**src/rtl/msg_serializer.sv**
```systemverilog
// Buffers whole messages (up to 32 bytes) in a small FIFO and replays each one as 64-bit Avalon-ST beats.
// Push to first beat: 1 cycle. Sink backpressure holds every output; a full FIFO drops whole incoming messages and counts them.
module msg_serializer #(
    parameter int DATA_WIDTH        = 64,
    parameter int OUTPUT_WIDTH      = 256,
    parameter int OUTPUT_MASK_WIDTH = 32,
    parameter int MSG_DEPTH         = 4
) (
    input  logic                         clk,
    input  logic                         reset,
    input  logic                         in_valid,
    input  logic [OUTPUT_WIDTH-1:0]      in_data,
    input  logic [OUTPUT_MASK_WIDTH-1:0] in_bytemask,
    output logic                         out_valid,
    input  logic                         out_ready,
    output logic                         out_startofpayload,
    output logic                         out_endofpayload,
    output logic [DATA_WIDTH-1:0]        out_data,
    output logic [2:0]                   out_empty,
    output logic                         drop_pulse,
    output logic [7:0]                   drop_count,
    output logic [$clog2(MSG_DEPTH):0]   fifo_level
);

    localparam int BPB       = DATA_WIDTH / 8;
    localparam int MAX_BEATS = OUTPUT_WIDTH / DATA_WIDTH;
    localparam int BEAT_W    = $clog2(MAX_BEATS);
    localparam int EMP_W     = $clog2(BPB);
    localparam int LEN_W     = $clog2(OUTPUT_MASK_WIDTH) + 1;
    localparam int PTR_W     = $clog2(MSG_DEPTH);
    localparam int CNT_W     = PTR_W + 1;

    logic [OUTPUT_WIDTH-1:0] data_mem [MSG_DEPTH];
    logic [LEN_W-1:0]        len_mem  [MSG_DEPTH];

    logic [PTR_W-1:0]  rd_ptr_q, rd_ptr_d;
    logic [PTR_W-1:0]  wr_ptr_q, wr_ptr_d;
    logic [CNT_W-1:0]  count_q, count_d;
    logic [BEAT_W-1:0] beat_q, beat_d;
    logic              drop_pulse_q, drop_pulse_d;
    logic [7:0]        drop_count_q, drop_count_d;

    logic [LEN_W-1:0]        in_len;
    logic [OUTPUT_WIDTH-1:0] head_data;
    logic [LEN_W-1:0]        head_len;
    logic [LEN_W-1:0]        neg_len;
    logic [BEAT_W-1:0]       last_beat;
    logic [DATA_WIDTH-1:0]   beat_bytes;
    logic                    is_last;
    logic                    full;
    logic                    beat_fire;
    logic                    eop_pop;
    logic                    push_req;
    logic                    push;
    logic                    drop;

    // Length follows the highest set mask bit; holes below it are treated as valid bytes.
    always_comb begin
        in_len = '0;
        for (int k = 0; k < OUTPUT_MASK_WIDTH; k++) begin
            if (in_bytemask[k]) in_len = LEN_W'(k + 1);
        end
    end

    assign head_data  = data_mem[rd_ptr_q];
    assign head_len   = len_mem[rd_ptr_q];
    assign last_beat  = BEAT_W'((head_len - LEN_W'(1)) >> EMP_W);
    assign neg_len    = LEN_W'(0) - head_len;
    assign beat_bytes = head_data[beat_q*DATA_WIDTH +: DATA_WIDTH];

    assign full      = (count_q == CNT_W'(MSG_DEPTH));
    assign out_valid = (count_q != '0);
    assign is_last   = (beat_q == last_beat);
    assign beat_fire = out_valid && out_ready;
    assign eop_pop   = beat_fire && is_last;
    assign push_req  = in_valid && (in_bytemask != '0);
    assign push      = push_req && (!full || eop_pop);
    assign drop      = push_req && !push;

    always_ff @(posedge clk) begin
        if (reset) begin
            rd_ptr_q     <= '0;
            wr_ptr_q     <= '0;
            count_q      <= '0;
            beat_q       <= '0;
            drop_pulse_q <= 1'b0;
            drop_count_q <= '0;
        end else begin
            rd_ptr_q     <= rd_ptr_d;
            wr_ptr_q     <= wr_ptr_d;
            count_q      <= count_d;
            beat_q       <= beat_d;
            drop_pulse_q <= drop_pulse_d;
            drop_count_q <= drop_count_d;
        end
    end

    // Storage needs no reset: pointers and level alone define what is valid.
    always_ff @(posedge clk) begin
        if (push) begin
            data_mem[wr_ptr_q] <= in_data;
            len_mem[wr_ptr_q]  <= in_len;
        end
    end

    always_comb begin
        rd_ptr_d     = rd_ptr_q;
        wr_ptr_d     = wr_ptr_q;
        count_d      = count_q;
        beat_d       = beat_q;
        drop_pulse_d = drop;
        drop_count_d = drop_count_q;
        if (eop_pop) begin
            rd_ptr_d = rd_ptr_q + PTR_W'(1);
            beat_d   = '0;
        end else if (beat_fire) begin
            beat_d = beat_q + BEAT_W'(1);
        end
        if (push) wr_ptr_d = wr_ptr_q + PTR_W'(1);
        case ({push, eop_pop})
            2'b10:   count_d = count_q + CNT_W'(1);
            2'b01:   count_d = count_q - CNT_W'(1);
            default: count_d = count_q;
        endcase
        if (drop && (drop_count_q != 8'hFF)) drop_count_d = drop_count_q + 8'd1;
    end

    // First symbol goes to the top byte lane; lanes past the message length read as zero.
    always_comb begin
        out_data           = '0;
        out_startofpayload = 1'b0;
        out_endofpayload   = 1'b0;
        out_empty          = '0;
        if (out_valid) begin
            for (int j = 0; j < BPB; j++) begin
                if (int'(beat_q) * BPB + j < int'(head_len)) begin
                    out_data[DATA_WIDTH-1-8*j -: 8] = beat_bytes[8*j +: 8];
                end
            end
            out_startofpayload = (beat_q == '0);
            out_endofpayload   = is_last;
            if (is_last) out_empty = 3'(neg_len[EMP_W-1:0]);
        end
    end

    assign drop_pulse = drop_pulse_q;
    assign drop_count = drop_count_q;
    assign fifo_level = count_q;

endmodule

```
**config.mk**
```make
export PLATFORM = sky130hd
export DESIGN_NAME = msg_serializer
export DESIGN_NICKNAME = d
export VERILOG_FILES = /design/src/rtl/msg_serializer.sv
export SDC_FILE = /design/constraint.sdc
export NUM_CORES = 1
export LEC_CHECK = 0
export CORE_MARGIN = 1
export CORE_UTILIZATION = 35
export DETAILED_ROUTE_END_ITERATION = 7
export HOLD_SLACK_MARGIN = 0.1
export REMOVE_ABC_BUFFERS = 1
export SYNTH_ARGS = -nofsm -noshare
export SYNTH_HDL_FRONTEND = slang
export SYNTH_SLANG_ARGS = --single-unit
```
**constraint.sdc**
```tcl
create_clock -name clk -period 11.1 [get_ports clk]
set_clock_uncertainty 0.05 [all_clocks]
set_input_delay 1.11 -clock clk [delete_from_list [all_inputs] [get_ports clk]]
set_output_delay 1.11 -clock clk [all_outputs]
set_load 0.05 [all_outputs]
```
# ---- Yosys cells after proc, flatten, opt, wreduce, memory -nomap -nowiden
# Memories as Yosys holds them, arrays and structs flattened. A register that Yosys moved wholly into a read port is not among the register bits.
# Cells that the tools add are included.
dict set report classes {
  addsub 15
  magnitude_cmp 8
  n_eq_ne 5
  shift 1
  n_mux 52
  reduce_logical 14
}
# cell n
set op_table {}
lappend op_table {{$shiftx A256 B9 Y64} 1}
lappend op_table {{$mux W6} 30}
lappend op_table {{$mux W64} 1}
lappend op_table {{$mux W8} 8}
lappend op_table {{$lt A6 B6 Y1} 7}
lappend op_table {{$reduce_bool A32 Y1} 1}
lappend op_table {{$add A5 B3 Y6 const B} 4}
lappend op_table {{$add A5 B2 Y6 const B} 2}
lappend op_table {{$mux W2} 5}
lappend op_table {{$add A8 B1 Y8 const B} 1}
lappend op_table {{$ne A8 B8 Y1 const B} 1}
lappend op_table {{$add A2 B1 Y2 const B} 3}
lappend op_table {{$add A5 B1 Y6 const B} 1}
lappend op_table {{$logic_and A1 B1 Y1} 6}
lappend op_table {{$lt A5 B6 Y1} 1}
lappend op_table {{$mux W3} 2}
lappend op_table {{$pmux W3 S2} 1}
lappend op_table {{$mux W1} 5}
lappend op_table {{$sub A5 B1 Y5 const B} 1}
lappend op_table {{$add A3 B1 Y3 const B} 1}
lappend op_table {{$eq A3 B3 Y1 const B} 1}
lappend op_table {{$reduce_bool A3 Y1} 1}
lappend op_table {{$sub A1 B3 Y3 const A} 1}
lappend op_table {{$sub A3 B1 Y3 const B} 1}
lappend op_table {{8 further kinds} 9}
dict set report word_totals {
  regBits 18
  mem_bits_rw 1048
  inputBits 292
  output_inout_bits 82
  elab_cells 103
  memories 2
}
# memory depth word_bits read_ports rd_clocked_by_memory_dff wr line
set mem_list {}
lappend mem_list {data_mem 4 256 1 1 1 33} ;# logic [OUTPUT_WIDTH-1:0] data_mem [MSG_DEPTH];
lappend mem_list {len_mem 4 6 1 1 1 34} ;# logic [LEN_W-1:0] len_mem [MSG_DEPTH];

# ---- Logic depth before layout (Yosys ltp)
# Gate-level depths: netlist (run 1).
dict set report depth {
  ltp_word 32
  mapped_depth 14
  mapped_depth_nobuf 13
}

# ---- Least setup slack after synthesis (run 1)
# No wires, ideal clock.
dict set report synth_timing {
  path_kind {reg-to-reg}
  startpoint {register count_q[0] (netlist: fifo_level[0])}
  endpoint {memory data_mem[0][0], enable pin}
  setup_ps 656
  arrival_time_ps 8239
  t_required_ps 10394
  slack_ps 2155
  path_stages_with_launch 8
  n_path_buf 1
  synth_period_minus_slack_ps 8945
  path_cell_list {dfxtp_1 or3_1 clkbuf_1 nand2_1 nor2_1 a31oi_4 a21oi_2 and2_1}
}
dict set report synth_via {
  elab_chain_len 7
  elab_cells_between_ends 9
  cone_classes {eq/ne: 1; mux: 2; reduce/logical: 6}
}
# item line
set synth_rtl {}
lappend synth_rtl {{start: declaration} 38} ;# logic [CNT_W-1:0] count_q, count_d;
lappend synth_rtl {{start signal: assignment} 91} ;# count_q <= count_d;
lappend synth_rtl {{$reduce_bool A3 Y1} 72} ;# assign out_valid = (count_q != '0);
lappend synth_rtl {{named net out_valid} 14} ;# output logic out_valid,
lappend synth_rtl {{$logic_and A1 B1 Y1} 74} ;# assign beat_fire = out_valid && out_ready;
lappend synth_rtl {{$logic_and A1 B1 Y1} 75} ;# assign eop_pop = beat_fire && is_last;
lappend synth_rtl {{$logic_or A1 B1 Y1} 77} ;# assign push = push_req && (!full || eop_pop);
lappend synth_rtl {{$logic_and A1 B1 Y1} 77}
lappend synth_rtl {{$mux W1} 100} ;# if (push) begin
lappend synth_rtl {{$mux W1 (not written as such)} 101} ;# data_mem[wr_ptr_q] <= in_data;
lappend synth_rtl {{end: declaration} 33}
# The timed path passes the listed nets, and every way through them passes these cells.

==> results of run 1 <==
==> layout by cell type, fill, tap and decap left out, drive strengths merged, types with 3 or more instances in the layout <==
master	synthesis	layout
a211oi	3	3
a21oi	14	14
a31oi	4	4
and2	7	7
and3	39	39
buf	31	26
bufinv	0	10
clkbuf	49	124
clkdlybuf4s50	0	373
clkinv	0	60
clkinvlp	0	5
dfxtp	20	20
diode	0	5
edfxtp	1048	1048
ha	11	11
inv	22	31
mux4	326	326
nand2	23	23
nand2b	3	3
nand4	6	6
nor2	34	34
nor2b	33	33
nor3	3	3
nor4	8	8
o21ai	8	8
or3	3	3
xnor2	7	7
xor2	6	6
==> cells by family after synthesis <==
family                     after synthesis  synth area share
DFF                                   1068             0.776
muxes                                  327             0.179
and+or+nand+nor                        162            0.0211
buffers and inverters                  102           0.00963
AOI/OAI and AO/OA                       44           0.00725
xor gates and xnor gates                13           0.00277
adders and majority gates               12           0.00384
==> metal layers <==
layer  share of wire  track usage  up-vias
li1                -            -     8297
met1            0.42        0.210    10263
met2            0.49        0.252      551
met3           0.073       0.0451      133
met4           0.016       0.0403       34
met5          0.0023            0        -
==> worst register-to-register path: stages, from the launching register on <==
cell and delay, ns:
dfxtp_4 0.76, mux4_2 0.70, inv_1 0.10, ha_1 0.16
nand2b_1 0.08, xnor2_1 0.29, a31oi_4 0.21, a21oi_2 0.36
and2_4 0.58, buf_4 0.65, buf_4 0.82
==> power breakdown <==
group          total, W  switching, W  internal [W]
combinational   0.00132      0.000754      0.000563
sequential      0.00475     0.0000588       0.00469
clock           0.00363       0.00155       0.00208
total           0.00969       0.00236       0.00733
==> layout make-up <==
class | count | share of cell area
antenna | 5 | 0.000249
clock buffer | 124 | 0.0561
clock inverter | 84 | 0.0158
inverter | 22 | 0.00174
multi-input combinational | 558 | 0.176
sequential | 1068 | 0.633
tap | 1524 | 0.0379
timing repair buffer | 399 | 0.0793
==> registers in the layout, indices dropped and copies added, names as in the netlist, named ones only <==
register / flops
beat_q: 2
data_mem: 1024
drop_count: 8
drop_pulse: 1
fifo_level: 3
len_mem: 24
rd_ptr_q: 2
wr_ptr_q: 2
==> metrics by stage <==
stage / cell area (µm²) / power (W) / util / std cells / setup WS, ns
after floorplan: 40700 / 0.00578 / - / 1648 / -8.27
after global placement: 46700 / 0.00615 / 0.402 / 3568 / 4.06
after detailed placement: 46700 / 0.00618 / 0.402 / 3571 / 4.73
after CTS: 50300 / 0.00983 / 0.433 / 3779 / 3.95
after global routing: 50300 / 0.0100 / 0.433 / 3781 / 3.71
final: 50300 / 0.00969 / 0.433 / 3784 / 4.18
==> worst max-delay path by stage <==
stage,slack [ns],end
global placement,4.06,data_mem[2][184]
detailed placement,4.73,out_data[27]
finish,4.18,out_data[27]
CTS,3.95,out_data[27]
global route,3.71,out_data[27]
floorplan,-8.27,data_mem[0][0]
==> results by group, run 1 <==
Floorplan
  – Io pins: 374
  – # rows: 125
  – Die H: 344 µm
  – Core box area: 116000 µm²
  – Chip width: 344 µm
  – Starting Density: 0.353
  – DIE AREA: 119000 µm²

Clocking
  – Clock Sinks: 1068
  – CTS Hold Bufs: 0
  – CTS tree: done
  – Clock root buffer: clkbuf_16
  – Clk_lat worst skew: 0.71 ns
  – CTS buffer count: 110
  – H-tree Lvls: 3
  – CTS-repair resized insts: 0
  – CTS Buffer Depth: 3
  – Post-CTS Setup Bufs: 0
  – Clock-pin slew on the worst setup and hold paths: 0.06 ns

Synthesis
  – Count of cell types in the netlist: 44
  – Synth top cells by count: edfxtp_1 (1048), mux4_2 (326), clkbuf_1 (49)
  – Area leader, netlist: edfxtp_1
  – Top cell type's share of synthesized area: 0.767
  – Post-synthesis register bit count: 1068
  – Mapped Area: 41100 µm²
  – Mapped Cells: 1728
  – Synth Flop Type: edfxtp_1
  – Count leader, synth: edfxtp_1
  – Mean Syn Cell Area: 23.8 µm²
  – Ys async rst share: 0
  – Dominant cells by area after synthesis: edfxtp_1 (77%), mux4_2 (18%), dfxtp_1 (0.98%)
  – Register area share after synthesis: 0.776
  – Post-synth EDFFs: 1048
  – Yosys warning count: 0

Worst setup path
  – Worst setup EP type: output port
  – Crit-path cells: buf_4, buf_4, buf_4, mux4_2, mux4_2, and3_1, clkdlybuf4s50_1
  – CP required: 9.94 ns
  – Worst path max stage delay: 0.76 ns
  – Critical path startpoint category: flip-flop
  – Crit path kind: reg2out
  – Max FO, Critical Path: 36
  – Most frequent CP cell: buf_4
  – Crit path buffers/inverters: 4
  – Delay-heaviest family, CP: buffers and inverters
  – R2R cell count: 10
  – R2R Setup Slk: 5.83 ns
  – CP arrival: 5.76 ns
  – Worst path slowest cell: dfxtp_4
  – Worst reg2reg path endpoint: data_mem[2][101]
  – Crit path depth: 7

Timing
  – Worst Tran Pin Value: 1.18 ns
  – Final Hold Vio Count: 0
  – Max-slew violation count: 0
  – Min Tclk post-route: 6.92 ns
  – # setup viols final: 0
  – RSZ-0062 raised after global routing: no
  – Fmax achieved: 145 MHz
  – Setup_tns: 0 ns
  – Post-route clock period utilization: 0.623
  – Hold WS: 0.486 ns
  – Max-slew headroom: 0.207

Route
  – DRT Pass-1 Iters: 5
  – WL/cell: 24.7 µm
  – Vias per inst: 5.09
  – DRC: 0
  – Detailed Route WL: 93400 µm
  – Routed via count: 19278
  – First DRT Iteration DRCs: 1215
  – Final ANT Viol Nets: 0

Place
  – DP HPWL: 56000 µm
  – Placer congestion estimate: 0.775
  – Port Buffers: 373

Cells and area
  – Layout cells sized above 1: 0.237
  – Fill cell total of the finished layout: 9808
  – Area Overhead vs Synth: 22.6%
  – NumNets Final: 2463
  – Register area: 31900 µm²
  – Multi-input logic area: 8840 µm²

Run
  – Max Cap Viol: 0

Min path
  – Hold path depth: 2
  – Worst hold endpoint: rd_ptr_q[1]
  – Worst hold path class: reg2reg
  – HP Start: rd_ptr_q[1]

Power
  – Peak supply drop: 133 µV
  – Pwr Density: 193 nW/µm²
  – Lkg Pwr: 15.6 nW

Global route
  – GRT Total Usage: 0.157
  – Largest net degree at the start of global routing: 135
  – Vias in the first global route: 20429
  – GR Overflow Total: 0
  – First-pass GRT wire length: 136000 µm
  – Initial antenna violation count: 21

Outcome
  – Outcome: finished, final reports clean
(Power assumes the default switching activity.)
==> inputs of run 2 (changes only) <==
==> constraint.sdc (replaced) <==
create_clock -name clk -period 6.21 [get_ports clk]
set_clock_uncertainty 0.05 [all_clocks]
set_input_delay 0.621 -clock clk [delete_from_list [all_inputs] [get_ports clk]]
set_output_delay 0.621 -clock clk [all_outputs]
set_load 0.05 [all_outputs]
==> run 2 against run 1 <==
Combinational power rose by 82%. Flip-flop and latch count did not move. Register-to-register slack got worse by 4.3 ns. Non-clock buffer count rose by 6. Via count rose by 0.63%. Sequential share of layout area fell by 0.080 points. Final area rose by 0.13%. Total power rose by 79%. Setup slack got worse by 3.4 ns. First-iteration DRC count rose by 28%.
==> results by group, run 2 (same netlist as run 1, synthesis figures left out) <==
Route
  – DRT Pass-1 Iters: 5 (unchanged)
  – Routed via count: 19399 (+0.63%)
  – Vias per inst: 5.12 (+0.44%)
  – First DRT Iteration DRCs: 1550 (+28%)
  – WL/cell: 25.1 µm (+1.5%)
  – DRC: 0 (unchanged)
  – Detailed Route WL: 95000 µm (+1.7%)
  – Final ANT Viol Nets: 0 (unchanged)

Floorplan
  – Io pins: 374 (unchanged)
  – DIE AREA: 119000 µm² (unchanged)
  – Chip width: 344 µm (unchanged)
  – Die H: 344 µm (unchanged)
  – # rows: 125 (unchanged)
  – Starting Density: 0.353 (unchanged)
  – Core box area: 116000 µm² (unchanged)

Global route
  – Vias in the first global route: 20577 (+0.72%)
  – First-pass GRT wire length: 137000 µm (+0.26%)
  – Initial antenna violation count: 31 (+48%)
  – GRT Total Usage: 0.159 (+0.00176)
  – GR Overflow Total: 0 (unchanged)
  – GR Util met3: 0.0498 (+0.00463)
  – Largest net degree at the start of global routing: 134 (-0.74%)
  – GRT met2 Usage: 0.252 (about the same)
  – GRT busiest layer: met2
  – Met1 Use GR: 0.211 (+0.000585)

Cells and area
  – Register area: 31900 µm² (unchanged)
  – Area Overhead vs Synth: 22.8%
  – Fin util: 0.434 (+0.000550)
  – Design Area, Final: 50400 µm² (+0.13%)
  – Most frequent cells in the layout: edfxtp_1 (1048), clkdlybuf4s50_1 (373), mux4_2 (326), clkbuf_16 (113), and3_1 (39)
  – Layout cells sized above 1: 0.234 (-0.00297)
  – Fill cell total of the finished layout: 9819 (+0.11%)
  – NumNets Final: 2469 (+0.24%)
  – Multi-input logic area: 8830 µm² (-0.14%)
  – Commonest non-fill, non-tap cell in the layout: edfxtp_1
  – Largest register FFs: 1024 (unchanged)
  – Reg with most FFs: data_mem

Clocking
  – CTS tree: done
  – H-tree Lvls: 3 (unchanged)
  – CTS-repair resized insts: 0 (unchanged)
  – CTS buffer count: 110 (unchanged)
  – Clock Sinks: 1068 (unchanged)
  – Clock root buffer: clkbuf_16
  – CTS Buffer Depth: 3 (unchanged)
  – Clk_lat worst skew: 0.69 ns (-0.02 ns)
  – Post-CTS Setup Bufs: 0 (unchanged)
  – CTS Hold Bufs: 0 (unchanged)
  – Clock-pin slew on the worst setup and hold paths: 0.06 ns (about the same)

Place
  – DP HPWL: 58100 µm (+3.8%)
  – Port Buffers: 373 (unchanged)
  – Post-DP Area: 46800 µm² (+0.25%)
  – Placer congestion estimate: 0.759 (-2.1%)

Timing
  – Setup_tns: 0 ns (unchanged)
  – Fmax achieved: 185 MHz
  – RSZ-0062 raised after global routing: no
  – Final Hold Vio Count: 0 (unchanged)
  – Max-slew headroom: 0.267 (+0.0606)
  – Max-slew violation count: 0 (unchanged)
  – # setup viols final: 0 (unchanged)
  – Min Tclk post-route: 5.41 ns
  – Post-route clock period utilization: 0.872
  – Worst Tran Pin Value: 1.10 ns (-0.0829 ns)

Worst setup path
  – CP required: 5.54 ns (-4.40 ns)
  – Critical path startpoint category: flip-flop
  – Worst setup EP type: output port
  – Crit path kind: reg2out
  – Max FO, Critical Path: 49 (+36%)
  – CP arrival: 4.74 ns (-1.02 ns)

Power
  – Pwr Density: 343 nW/µm² (+78%)
  – Peak supply drop: 220 µV (+66%)
  – Lkg Pwr: 15.6 nW (about the same)

Run
  – Max Cap Viol: 0 (unchanged)

Outcome
  – Outcome: finished, final reports clean

Min path
  – Worst hold path class: reg2reg
  – HP Start: rd_ptr_q[1]
## run 2: per-layer routing
metal / vias up / share of wire
li1: 8309 / -
met1: 10276 / 0.41
met2: 622 / 0.49
met3: 154 / 0.083
met4: 38 / 0.017
met5: - / 0.0027
## run 2: final cells by class
| type | count | share of cell area |
|---|---|---|
| diodes | 9 | 0.000447 |
| flip-flops and latches | 1068 | 0.632 |
| clock inverters | 67 | 0.0126 |
| well taps | 1524 | 0.0378 |
| clock buffers | 138 | 0.0580 |
| inverters | 22 | 0.00174 |
| repair buffers | 405 | 0.0818 |
| multi-input cells | 558 | 0.175 |
## run 2: worst max-delay path, stage by stage, from the launching register on
cell             delay [ns]
dfxtp_4                0.47
buf_4                  0.57
buf_4                  0.86
mux4_2                 0.61
mux4_2                 0.48
and3_1                 0.25
clkdlybuf4s50_1        0.72
## run 2: metrics by stage
step           std cells  power [W]  setup WS (ns)  hold slack [ns]
6_report            3791     0.0173          0.795            0.470
5_1_grt             3788     0.0179          0.468            0.479
4_1_cts             3782     0.0175          0.621            0.454
3_5_place_dp        3577     0.0111           1.39            0.457
3_3_place_gp        3574     0.0110          0.354            0.461
2_1_floorplan       1648     0.0103         -13.16            0.431
## run 2: power by group
group	switching, W	internal (W)	leakage [nW]
clock	0.00267	0.00378	1.73
sequential	0.0000875	0.00837	9.79
combinational	0.00137	0.00102	4.08
## run 2: path summary, 6_finish.rpt
check                     end  slack [ns]  cells after the start
max              out_data[31]        0.80                      6
min reg2reg         flip-flop        0.47                      2
min                 flip-flop        0.47                      2
max reg2reg  data_mem[3][203]        1.55                      9
